--- src/rtl/nnoc_pkg.sv ---
// rtl/nnoc_pkg.sv - shared nnoc constants and the RX word FIFO entry layout
package nnoc_pkg;

    localparam int USB_BYTE_W      = 8;
    localparam int NNOC_WORD_BYTES = 4;

    typedef struct packed {
        logic [$clog2(NNOC_WORD_BYTES+1)-1:0]    bytes;
        logic [USB_BYTE_W*NNOC_WORD_BYTES-1:0]   data;
    } rx_entry_t;

endpackage

--- src/rtl/sync_fifo.sv ---
// rtl/sync_fifo.sv - single-clock first-word-fall-through FIFO with registered full/empty/level
module sync_fifo #(
    parameter int WIDTH = 8,
    parameter int DEPTH = 16
) (
    input  logic                         clk,
    input  logic                         reset,
    input  logic                         push,
    input  logic [WIDTH-1:0]             push_data,
    input  logic                         pop,
    output logic [WIDTH-1:0]             pop_data,
    output logic                         full,
    output logic                         empty,
    output logic [$clog2(DEPTH+1)-1:0]   level
);

    localparam int PTR_W = $clog2(DEPTH);
    localparam int LVL_W = $clog2(DEPTH+1);

    logic [WIDTH-1:0] mem [DEPTH];
    logic [PTR_W-1:0] wr_ptr;
    logic [PTR_W-1:0] rd_ptr;
    logic             do_push;
    logic             do_pop;

    // Flags come from registered state, so a same-cycle pop never frees room for a push.
    assign do_push  = push && !full;
    assign do_pop   = pop && !empty;
    assign pop_data = mem[rd_ptr];

    always_ff @(posedge clk) begin
        if (do_push) begin
            mem[wr_ptr] <= push_data;
        end
    end

    always_ff @(posedge clk) begin
        if (reset) begin
            wr_ptr <= '0;
            rd_ptr <= '0;
            level  <= '0;
            full   <= 1'b0;
            empty  <= 1'b1;
        end else begin
            if (do_push) begin
                wr_ptr <= wr_ptr + 1'b1;
            end
            if (do_pop) begin
                rd_ptr <= rd_ptr + 1'b1;
            end
            if (do_push && !do_pop) begin
                level <= level + 1'b1;
                full  <= (level == LVL_W'(DEPTH - 1));
                empty <= 1'b0;
            end else if (do_pop && !do_push) begin
                level <= level - 1'b1;
                empty <= (level == LVL_W'(1));
                full  <= 1'b0;
            end
        end
    end

endmodule

--- src/rtl/usb_serial_word_bridge.sv ---
// rtl/usb_serial_word_bridge.sv - USB byte stream <-> nnoc word bridge; RX idle flush under USB_WORD_BRIDGE_RX_TIMEOUT_EN
module usb_serial_word_bridge
    import nnoc_pkg::*;
#(
    parameter int WORD_BYTES   = NNOC_WORD_BYTES,
    parameter int RX_DEPTH     = 16,
    parameter int TX_DEPTH     = 16,
    parameter int IDLE_TIMEOUT = 4800
) (
    input  logic                                  clk,
    input  logic                                  reset,
    input  logic [USB_BYTE_W-1:0]                 usb_rx_data,
    input  logic                                  usb_rx_valid,
    output logic                                  usb_rx_ready,
    output logic [USB_BYTE_W-1:0]                 usb_tx_data,
    output logic                                  usb_tx_valid,
    input  logic                                  usb_tx_ready,
    output logic [USB_BYTE_W*WORD_BYTES-1:0]      rx_word_data,
    output logic [$clog2(WORD_BYTES+1)-1:0]       rx_word_bytes,
    output logic                                  rx_word_valid,
    input  logic                                  rx_word_ready,
    input  logic [USB_BYTE_W*WORD_BYTES-1:0]      tx_word_data,
    input  logic                                  tx_word_valid,
    output logic                                  tx_word_ready,
    output logic [$clog2(RX_DEPTH+1)-1:0]         rx_level,
    output logic [$clog2(TX_DEPTH+1)-1:0]         tx_level
);

    localparam int WORD_W = USB_BYTE_W * WORD_BYTES;
    localparam int CNT_W  = $clog2(WORD_BYTES + 1);
    localparam int IDX_W  = $clog2(WORD_BYTES);

    typedef struct packed {
        logic [CNT_W-1:0]  bytes;
        logic [WORD_W-1:0] data;
    } rx_word_t;

    typedef enum logic {TX_IDLE, TX_SEND} tx_state_t;

    logic [CNT_W-1:0]            byte_cnt;
    logic [WORD_W-1:0]           pack_q;
    logic                        rx_last;
    logic                        rx_accept;
    logic                        rx_push;
    logic                        rx_pop;
    logic                        rx_full;
    logic                        rx_empty;
    logic                        flush;
    logic [CNT_W-1:0]            rx_in_bytes;
    rx_word_t                    rx_in;
    rx_word_t                    rx_out;
    logic [$clog2(RX_DEPTH+1)-1:0] rx_lvl;

    assign rx_last      = (byte_cnt == CNT_W'(WORD_BYTES - 1));
    assign usb_rx_ready = !reset && !(rx_last && rx_full);
    assign rx_accept    = usb_rx_valid && usb_rx_ready;

`ifdef USB_WORD_BRIDGE_RX_TIMEOUT_EN
    localparam int IDLE_W = $clog2(IDLE_TIMEOUT + 1);

    logic [IDLE_W-1:0] idle_cnt;
    logic              rx_idle;

    assign rx_idle     = (byte_cnt != '0) && !rx_accept;
    assign flush       = rx_idle && (idle_cnt == IDLE_W'(IDLE_TIMEOUT - 1)) && !rx_full;
    assign rx_in_bytes = flush ? byte_cnt : CNT_W'(WORD_BYTES);

    // Saturates at the threshold so a flush blocked by a full FIFO fires as soon as room appears.
    always_ff @(posedge clk) begin
        if (reset || !rx_idle || flush) begin
            idle_cnt <= '0;
        end else if (idle_cnt != IDLE_W'(IDLE_TIMEOUT - 1)) begin
            idle_cnt <= idle_cnt + 1'b1;
        end
    end
`else
    localparam int unused_idle_timeout = IDLE_TIMEOUT;

    assign flush       = 1'b0;
    assign rx_in_bytes = CNT_W'(WORD_BYTES);
`endif

    // The final lane bypasses the shift register so the word is pushed on the edge that accepts it.
    assign rx_push     = (rx_accept && rx_last) || flush;
    assign rx_in.bytes = rx_in_bytes;
    assign rx_in.data  = flush ? pack_q
                               : {usb_rx_data, pack_q[WORD_W-USB_BYTE_W-1:0]};
    assign rx_pop      = !reset && rx_word_ready && !rx_empty;

    always_ff @(posedge clk) begin
        if (reset) begin
            byte_cnt <= '0;
            pack_q   <= '0;
        end else if (rx_accept) begin
            if (rx_last) begin
                byte_cnt <= '0;
                pack_q   <= '0;
            end else begin
                pack_q[USB_BYTE_W*int'(byte_cnt) +: USB_BYTE_W] <= usb_rx_data;
                byte_cnt <= byte_cnt + 1'b1;
            end
        end else if (flush) begin
            byte_cnt <= '0;
            pack_q   <= '0;
        end
    end

    sync_fifo #(.WIDTH($bits(rx_word_t)), .DEPTH(RX_DEPTH)) u_rx_fifo (
        .clk       (clk),
        .reset     (reset),
        .push      (rx_push),
        .push_data (rx_in),
        .pop       (rx_pop),
        .pop_data  (rx_out),
        .full      (rx_full),
        .empty     (rx_empty),
        .level     (rx_lvl)
    );

    assign rx_word_valid = !reset && !rx_empty;
    assign rx_word_data  = reset ? '0 : rx_out.data;
    assign rx_word_bytes = reset ? '0 : rx_out.bytes;
    assign rx_level      = reset ? '0 : rx_lvl;

    tx_state_t                     tx_state;
    logic [WORD_W-1:0]             hold_q;
    logic [IDX_W-1:0]              idx_q;
    logic                          tx_valid_q;
    logic                          tx_last;
    logic                          tx_push;
    logic                          tx_pop;
    logic                          tx_full;
    logic                          tx_empty;
    logic [WORD_W-1:0]             tx_fifo_data;
    logic [$clog2(TX_DEPTH+1)-1:0] tx_lvl;

    assign tx_last = (idx_q == IDX_W'(WORD_BYTES - 1));
    assign tx_push = !reset && tx_word_valid && !tx_full;
    assign tx_pop  = !reset && !tx_empty &&
                     ((tx_state == TX_IDLE) || (usb_tx_ready && tx_last));

    sync_fifo #(.WIDTH(WORD_W), .DEPTH(TX_DEPTH)) u_tx_fifo (
        .clk       (clk),
        .reset     (reset),
        .push      (tx_push),
        .push_data (tx_word_data),
        .pop       (tx_pop),
        .pop_data  (tx_fifo_data),
        .full      (tx_full),
        .empty     (tx_empty),
        .level     (tx_lvl)
    );

    // hold_q shifts down one byte per transfer, so the current byte is always in the low lane.
    always_ff @(posedge clk) begin
        if (reset) begin
            tx_state   <= TX_IDLE;
            hold_q     <= '0;
            idx_q      <= '0;
            tx_valid_q <= 1'b0;
        end else begin
            case (tx_state)
                TX_IDLE: begin
                    if (tx_pop) begin
                        hold_q     <= tx_fifo_data;
                        idx_q      <= '0;
                        tx_valid_q <= 1'b1;
                        tx_state   <= TX_SEND;
                    end
                end
                TX_SEND: begin
                    if (usb_tx_ready) begin
                        if (!tx_last) begin
                            hold_q <= hold_q >> USB_BYTE_W;
                            idx_q  <= idx_q + 1'b1;
                        end else if (tx_pop) begin
                            hold_q <= tx_fifo_data;
                            idx_q  <= '0;
                        end else begin
                            tx_valid_q <= 1'b0;
                            tx_state   <= TX_IDLE;
                        end
                    end
                end
                default: tx_state <= TX_IDLE;
            endcase
        end
    end

    assign usb_tx_valid  = tx_valid_q && !reset;
    assign usb_tx_data   = reset ? '0 : hold_q[USB_BYTE_W-1:0];
    assign tx_word_ready = !reset && !tx_full;
    assign tx_level      = reset ? '0 : tx_lvl;

endmodule

--- config.mk ---
export PLATFORM = sky130hd
export DESIGN_NAME = usb_serial_word_bridge
export DESIGN_NICKNAME = d
export VERILOG_FILES = /design/src/rtl/nnoc_pkg.sv /design/src/rtl/sync_fifo.sv /design/src/rtl/usb_serial_word_bridge.sv
export SDC_FILE = /design/constraint.sdc
export NUM_CORES = 1
export LEC_CHECK = 0
export ABC_AREA = 0
export CAP_MARGIN = 20
export CORE_ASPECT_RATIO = 0.7
export CORE_MARGIN = 4
export CORE_UTILIZATION = 60
export CTS_BUF_LIST = sky130_fd_sc_hd__clkbuf_8
export CTS_CLUSTER_SIZE = 24
export DETAILED_ROUTE_END_ITERATION = 8
export GPL_TIMING_DRIVEN = 1
export HOLD_SLACK_MARGIN = 0.15
export PLACE_DENSITY = 0.78
export SETUP_SLACK_MARGIN = 0.4
export SYNTH_ARGS = -nofsm -noshare
export SYNTH_HDL_FRONTEND = slang
export SYNTH_SLANG_ARGS = --single-unit
--- constraint.sdc ---
create_clock -name clk -period 5 [get_ports clk]
set_clock_uncertainty 0.15 [all_clocks]
set_input_delay 0.5 -clock clk [delete_from_list [all_inputs] [get_ports clk]]
set_output_delay 0.5 -clock clk [all_outputs]
set_load 0.02 [all_outputs]
[Word level (Yosys, flattened, before mapping)]
Memories as Yosys holds them, arrays and structs flattened. A register that Yosys moved wholly into a read port is not among the register bits.
Index checks and enable logic that the tools add are counted.
Word-level totals
  memories kept: 2
  bits in writable memories: 1024
  output and inout port bits: 57
  word-level logic and storage cells: 123
  register bits: 101
Operators by class
  shift operators: 2
  equality and inequality tests: 10
  $add $sub $neg: 11
  reduce and logical (&&, ||, !) cells: 36
  bitwise operators: 1
  mux-type cells: 45
Memory list
  u_rx_fifo.mem: depth 16, bits a word 32, rd ports 1, clocked after memory_dff 1, write ports 1, line sync_fifo.sv:20  | logic [WIDTH-1:0] mem [DEPTH];
  u_tx_fifo.mem: depth 16, bits a word 32, rd ports 1, clocked after memory_dff 1, write ports 1, line sync_fifo.sv:20
Operators with widths (number)
  32-bit two-way mux: 5
  32-bit one-hot mux with 2 select lines: 1
  6-bit negator with 33-bit output: 1
  8-bit by 33-bit variable shift with 32-bit output (first input constant): 1
  8-bit by 33-bit variable part select with 32-bit output: 1
  32-bit bitwise mux: 1
  5-bit two-way mux: 6
  1-bit logical AND: 22
  1-bit two-way mux: 19
  4-bit by 1-bit adder with 4-bit output (second input constant): 4
  4-bit two-way mux: 4
  5-bit by 1-bit adder with 5-bit output (second input constant): 2
  5-bit by 1-bit == test with 1-bit output (second input constant): 2
  5-bit by 4-bit == test with 1-bit output (second input constant): 2
  1-bit zero test: 10
  5-bit by 1-bit subtractor with 5-bit output (second input constant): 2
  8-bit two-way mux: 1
  2-bit two-way mux: 3
  3-bit two-way mux: 2
  2-bit by 1-bit inequality test with 1-bit output (second input constant): 2
  2-bit inequality test (second input constant): 2
  1-bit one-hot mux with 2 select lines: 2
  2-bit one-hot mux with 2 select lines: 1
  4-bit AND reduction: 1
  7 further kinds: 8

[Longest topological paths before layout]
Gate-level depths: netlist of the first run.
  word-level depth: 11
  gate-level depth with buffers: 11
  gate-level depth less buffers: 9

[By module]
A second synthesis of the first run with hierarchy kept.
Second synthesis, totals
  cell total of the unflattened synthesis: 2271
  area, all modules: 45728.9 um2
Modules (own cells, without submodules)
  sync_fifo (u_rx_fifo): times used 1, area an instance 22195.0 um2, sequential area each 17196.5 um2, cells an instance 975
  sync_fifo (u_tx_fifo): times used 1, area an instance 20074.3 um2, sequential area each 15755.1 um2, cells an instance 898
  usb_serial_word_bridge: times used 1, area an instance 3459.6 um2, sequential area each 1261.2 um2, cells an instance 398

[Worst setup path before layout of the first run]
No wires, ideal clock.
  path kind: in2reg
  start: in reset
  end: mem u_rx_fifo.mem[0][0] (netlist name) (enable)
  data required time: 4389 ps
  data arrival time: 3758 ps
  path slack: 631 ps
  setup time: 461 ps
  cell stages on the path: 7
  path through: clkbuf_1 -> nand4bb_1 -> or2_2 -> clkbuf_1 -> clkinv_1 -> nand2_1 -> nor3_1
Between the ends
  word-level cells in the longest chain between the ends: 7
RTL lines
  from (decl): line usb_serial_word_bridge.sv:11  | input logic reset,
  1-bit zero test: line usb_serial_word_bridge.sv:55  | assign usb_rx_ready = !reset && !(rx_last && rx_full);
  1-bit logical AND: line usb_serial_word_bridge.sv:55
  1-bit logical AND: line usb_serial_word_bridge.sv:56  | assign rx_accept = usb_rx_valid && usb_rx_ready;
  1-bit logical AND: line usb_serial_word_bridge.sv:84  | assign rx_push = (rx_accept && rx_last) || flush;
  1-bit logical AND: line sync_fifo.sv:27  | assign do_push = push && !full;
  via u_rx_fifo.do_push: line sync_fifo.sv:23  | logic do_push;
  1-bit two-way mux: line sync_fifo.sv:32  | if (do_push) begin
  1-bit two-way mux (implied by the code): line sync_fifo.sv:33  | mem[wr_ptr] <= push_data;
  to (decl): line sync_fifo.sv:20
The timed path passes the listed nets, and every way through them passes these cells.

==> results of run 1 <==
[power by group]
group,switching (µW),total (µW),internal (µW)
clock,3420,6720,3290
sequential,94.2,10400,10300
combinational,375,666,291
total,3890,17800,13900
[flip-flops by register name (all words and copies together), names as in the netlist, 5 cells and up, named ones only]
signal / count
u_rx_fifo.mem: 512
u_tx_fifo.mem: 512
hold_q: 32
pack_q: 24
u_rx_fifo.level: 5
u_tx_fifo.level: 5
[routing by layer]
metal,routed length (µm),GRT usage [%]
met5,22,0
met4,1860,7.35
met2,44700,37.6
met3,11000,5.47
met1,41600,41.9
[critical path: cells and delay by family (launching register included)]
family                 cells  cell delay (ns)
muxes                      2             1.14
DFF                        1             0.65
buffers and inverters      2             0.85
and+or+nand+nor            1             0.17
[per-stage QoR]
step	power [µW]	hold slack [ns]	setup slack, ns	area [µm²]	instances
2_1_floorplan	11000	0.291	0.631	43600	2117
3_3_place_gp	11200	0.309	1.24	46000	3131
3_5_place_dp	11200	0.319	1.22	46100	3133
4_1_cts	17900	0.221	0.613	49100	3426
5_1_grt	18400	0.279	0.564	49100	3431
6_report	17800	0.312	0.709	49100	3431
[kinds of logic (layout without fill, tap and decap cells)]
family | Yosys count | count (layout) | share of synthesized area, %
other | 1 | 7 | 0.00861
buffers and inverters | 150 | 493 | 1.69
multiplexers | 337 | 337 | 15.8
XOR/XNOR | 19 | 19 | 0.382
AO/OA/AOI/OAI | 177 | 177 | 2.80
adder cells (fa/ha/maj) | 24 | 24 | 0.689
AND/OR/NAND/NOR | 283 | 283 | 3.39
flip-flops | 1125 | 1125 | 75.2
[what timing repair did]
action / in CTS / in global routing
hold endpoints to repair: 16 / 0
buffers inserted: 1 / 0
hold buffers: 1 / 0
setup endpoints to repair: 13 / 0
[placed cells by master (no fill, tap or decap), types with 9 or more instances in the layout]
cell,Yosys,layout
edfxtp_1,1024,1024
mux4_2,271,271
clkbuf_8,0,171
clkdlybuf4s50_1,0,99
dfxtp_1,101,94
inv_1,26,83
buf_4,22,63
a21oi_1,52,51
nor2_1,73,49
mux2i_1,48,48
nand2_1,42,42
and2_1,39,39
a211oi_1,36,36
clkinv_1,1,31
nand3_1,30,30
nor2b_1,28,28
nor2_4,0,24
ha_1,24,24
o221ai_1,19,19
clkinv_2,0,16
nand4_1,13,13
o21ai_0,13,13
o211ai_1,13,13
xor2_1,11,11
mux2_2,11,11
buf_12,0,11
nor3_2,1,9
or3b_2,9,9
[area by class of cell]
class / count / area (µm²) / area share [%]
antenna: 5 / 12.5 / 0.0255
timing repair buffer: 174 / 1690 / 3.45
sequential: 1125 / 32800 / 66.8
inverter: 28 / 105 / 0.214
tap: 966 / 1210 / 2.46
multi-input combinational: 842 / 10300 / 21.0
clock buffer: 171 / 2350 / 4.80
clock inverter: 120 / 616 / 1.25
[worst max-delay path by stage]
stage / startpoint / to / slack (ns) / cells after the start
3_3_place_gp: usb_rx_valid / u_rx_fifo.mem[14][7]$_DFFE_PP_ / 1.24 / 6
5_1_grt: register / rx_word_data[16] / 0.56 / 5
3_5_place_dp: register / rx_word_data[16] / 1.22 / 5
6_report: register / rx_word_data[16] / 0.71 / 5
4_1_cts: register / rx_word_data[5] / 0.61 / 5
2_1_floorplan: reset / u_rx_fifo.mem[0][0]$_DFFE_PP_ / 0.63 / 7
==> impl_metrics.json, run 1 <==
{
  "p_leak_uw": 0.0154,
  "fin_util_pct": 68.4,
  "ys_seq_elements": 1125,
  "h-tree-depth": 4,
  "drt_first_pass_iters": 5,
  "syn_avg_cell_area_um2": 20.6,
  "synthDistinctLibCells": 60,
  "cts.clk_slew.worst_paths_ns": 0.06,
  "async_reset_ff_share_pct": 0,
  "path_max_fanout": 28,
  "grt_max_degree": 65,
  "synth-warning-count": 0,
  "syn_area_um2": 43600,
  "clk_latency_ns": 0.79,
  "cp-start-kind": "register",
  "reg2regPathDepth": 7,
  "grt_pass1_vias": 22284,
  "hold_depth": 2,
  "hp-class": "in2reg",
  "cts_tree": "yes",
  "required_ns": 4.35,
  "hold_end": "byte_cnt[2]$_SDFFE_PP0P_",
  "gp_congestion": 0.840,
  "post_drt_wl_per_cell_um": 28.9,
  "grt_first_pass_wirelength_mm": 146,
  "fill_cells": 4350,
  "cts-root-buf": "clkbuf_8",
  "slowest_stage": "dfxtp_4",
  "ys_seq_area_share_pct": 75.2,
  "antenna_found_initial": 8,
  "dieArea_um2": 77100,
  "wl_mm": 99.2,
  "yosys.area.top_type": "edfxtp_1",
  "slew_headroom_pct": 30.5,
  "num_rows": 82,
  "via_count": 22524,
  "io_pins": 103,
  "areaGrowthSynthToFinish_pct": 12.6,
  "cts.path.max_buffers": 3,
  "crit_chain": "buf_12, mux4_1, mux4_2, and2_1, clkdlybuf4s50_1",
  "drive_gt1_share_pct": 25.1,
  "cts_buffers": 160,
  "slew_violations": 0,
  "io_buffers": 100,
  "die_w_um": 330,
  "rr_endpoint": "u_rx_fifo.mem[10][1]$_DFFE_PP_",
  "timing.final.crit_share_pct": 85.8,
  "fin_tns_setup_ns": 0,
  "ctsResizeCount": 0,
  "ant_nets": 0,
  "die_h_um": 233,
  "critical_path.max_stage_delay_ns": 0.65,
  "cp-end-kind": "primary output",
  "viasPerCell": 6.56,
  "yosys-top-cells-area": "edfxtp_1 (71%), mux4_2 (14%), dfxtp_1 (4.6%)",
  "ir_worst_vdd_mv": 0.212,
  "outcome": "completed",
  "yosysMostFrequentCell": "edfxtp_1",
  "fmax_ghz": 0.233,
  "max_cap_viol_count": 0,
  "drt_iter0_markers": 3160,
  "synth_edf_count": 1024,
  "drc_errors": 0,
  "hp-start": "usb_rx_valid",
  "grt_usage_pct": 26.3,
  "synthCells": 2116,
  "min_period_ns": 4.29,
  "synth_common_cells": "edfxtp_1 (1024), mux4_2 (271), dfxtp_1 (101)",
  "fin_nets": 2401,
  "clock-sinks": 1125,
  "gr-total-overflow": 0,
  "path_class": "reg2out",
  "ys.flop_type": "edfxtp_1",
  "synth_top_area_share_pct": 70.6,
  "coreArea_um2": 71700,
  "rr_startpoint": "byte_cnt[0]$_SDFFE_PP0P_",
  "dp.final_hpwl_mm": 57.4,
  "power_density_nw_per_um2": 362,
  "rsz0062_at_grt": "false",
  "worstMarginPinSlew_ns": 1.04,
  "rrSetupSlack_ns": 1.48,
  "critPathArrivalTime_ns": 3.64,
  "start_util_pct": 60.8,
  "final_hold_viol_count": 0,
  "setup_violations": 0
}
(Power assumes the default switching activity.)
==> inputs of run 2 (changes only) <==
--- a/config.mk
+++ b/config.mk
@@ -17,6 +17,7 @@
 export HOLD_SLACK_MARGIN = 0.15
 export PLACE_DENSITY = 0.78
 export SETUP_SLACK_MARGIN = 0.4
+export SLEW_MARGIN = 20
 export SYNTH_ARGS = -nofsm -noshare
 export SYNTH_HDL_FRONTEND = slang
 export SYNTH_SLANG_ARGS = --single-unit
==> run 2 against run 1 <==
Against the previous run: critical path depth stayed put; first-iteration DRC count is 7.3% lower; sequential cell count stayed put; cell area hardly changed; fmax is 0.12% lower; largest cell class unchanged.
==> impl_metrics.json, run 2 (synthesized netlist as in run 1, its figures left out) <==
{
  "coreArea_um2": 71700,
  "cts_buffers": 158,
  "drc_errors": 0,
  "clk_latency_ns": 0.81,
  "die_w_um": 330,
  "p_total_uw": 17700,
  "ctsResizeCount": 0,
  "multi_input_comb_area_um2": 10300,
  "rr_startpoint": "byte_cnt[0]$_SDFFE_PP0P_",
  "grt_usage_pct": 26.4,
  "via_count": 22228,
  "path_max_fanout": 34,
  "hold_depth": 2,
  "critical_path.max_stage_delay_ns": 0.69,
  "grt_pass1_vias": 22331,
  "hp-class": "in2reg",
  "grt_max_degree": 65,
  "crit_chain": "buf_4, mux4_2, mux4_2, and2_1, clkdlybuf4s50_1",
  "drt_first_pass_iters": 5,
  "max_cap_viol_count": 0,
  "slowest_stage": "dfxtp_4",
  "top_regs": "u_rx_fifo.mem (512), u_tx_fifo.mem (512), hold_q (32)",
  "final_cell_mix": "edfxtp_1 (1024), mux4_2 (271), clkbuf_8 (170)",
  "dp.final_hpwl_mm": 57.4,
  "setup_violations": 0,
  "cts.clk_slew.worst_paths_ns": 0.07,
  "cts-root-buf": "clkbuf_8",
  "slew_headroom_pct": 30.5,
  "rr_endpoint": "u_rx_fifo.mem[13][16]$_DFFE_PP_",
  "cp-end-kind": "primary output",
  "reg2regPathDepth": 7,
  "fin_tns_setup_ns": 0,
  "power_density_nw_per_um2": 361,
  "path_class": "reg2out",
  "seq_area_um2": 32800,
  "viasPerCell": 6.48,
  "h-tree-depth": 4,
  "cp-start-kind": "register",
  "start_util_pct": 60.8,
  "antenna_found_initial": 8,
  "clock-sinks": 1125,
  "drt_iter0_markers": 2929,
  "drive_gt1_share_pct": 24.9,
  "slew_violations": 0,
  "critPathMostFrequentCell": "mux4_2",
  "io_buffers": 100,
  "final_common_cell": "edfxtp_1",
  "crit_end": "rx_word_data[5]",
  "fin_nets": 2399,
  "post_drt_wl_per_cell_um": 29.0,
  "gp_congestion": 0.840,
  "io_pins": 103,
  "min_period_ns": 4.30,
  "dieArea_um2": 77100,
  "pre_cts_ws_ns": 1.24,
  "die_h_um": 233,
  "crit_family": "buffers and inverters",
  "timing.final.crit_share_pct": 85.9,
  "required_ns": 4.35,
  "grt_first_pass_wirelength_mm": 146,
  "worstMarginPinSlew_ns": 1.04,
  "cts.path.max_buffers": 3,
  "rrSetupSlack_ns": 1.52,
  "wl_mm": 99.3,
  "p_leak_uw": 0.0154,
  "cts_tree": "yes",
  "gr-total-overflow": 0,
  "ir_worst_vdd_mv": 0.227,
  "cp.depth": 5,
  "path_buf_inv": 2,
  "num_rows": 82,
  "fmax_ghz": 0.233,
  "fin_ws_ns": 0.704,
  "fill_cells": 4344,
  "areaGrowthSynthToFinish_pct": 12.6,
  "ant_nets": 0,
  "final_hold_viol_count": 0,
  "rsz0062_at_grt": "false",
  "critPathArrivalTime_ns": 3.65,
  "outcome": "completed",
  "fin_util_pct": 68.4
}
## run 2: changes by cell type in the layout (fill, tap and decap cells not counted), sizes merged
| cell | before | now |
|---|---|---|
| clkinv | 49 | 46 |
| inv | 95 | 97 |
| bufinv | 2 | 1 |
| clkbuf | 171 | 170 |
| clkinvlp | 2 | 3 |
| diode | 5 | 4 |
## run 2: worst min path at each step
stage / to / from / slack [ns]
2_1_floorplan: hold_q[31]$_SDFFE_PP0N_ / hold_q[31]$_SDFFE_PP0N_ / 0.29
3_3_place_gp: idx_q[1]$_SDFFE_PP0N_ / idx_q[1]$_SDFFE_PP0N_ / 0.31
3_5_place_dp: tx_valid_q$_SDFFE_PP0P_ / tx_valid_q$_SDFFE_PP0P_ / 0.32
4_1_cts: byte_cnt[2]$_SDFFE_PP0P_ / usb_rx_valid / 0.22
5_1_grt: byte_cnt[2]$_SDFFE_PP0P_ / usb_rx_valid / 0.27
6_report: byte_cnt[2]$_SDFFE_PP0P_ / usb_rx_valid / 0.31
## run 2: per-stage QoR
stage	instance area, µm²	hold slack (ns)	instances
final	49000	0.310	3428
after global routing	49000	0.267	3427
after CTS	49000	0.216	3424
after detailed placement	46100	0.319	3133
after global placement	46000	0.309	3131
after floorplan	43600	0.291	2117
## run 2: power breakdown
group / internal [µW] / switching (µW)
logic: 291 / 376
registers: 10300 / 94.8
clock network: 3230 / 3430
## run 2: routing by layer
layer  vias up  GRT usage [%]  part of all wire, %  wire length (µm)
met5         -              0                0.049                49
met4         8           8.12                  2.2              2160
met3       164           8.31                   12             12300
met2      1334           37.3                   45             44200
met1     11550           40.1                   41             40600
li1       9172              -                    -                 -
## run 2: timing repair
action	CTS	global route
hold endpoints to repair	17	0
buffers inserted	1	0
endpoints found under the setup margin	16	0
hold buffers	1	0
## run 2: layout make-up
type                    instances  area share [%]
clock buffers                 170            4.77
repair buffers                174            3.48
clock inverters               119            1.20
well taps                     966            2.46
flip-flops and latches       1125            66.9
multi-input cells             842            21.0
inverters                      28           0.214
diodes                          4          0.0204
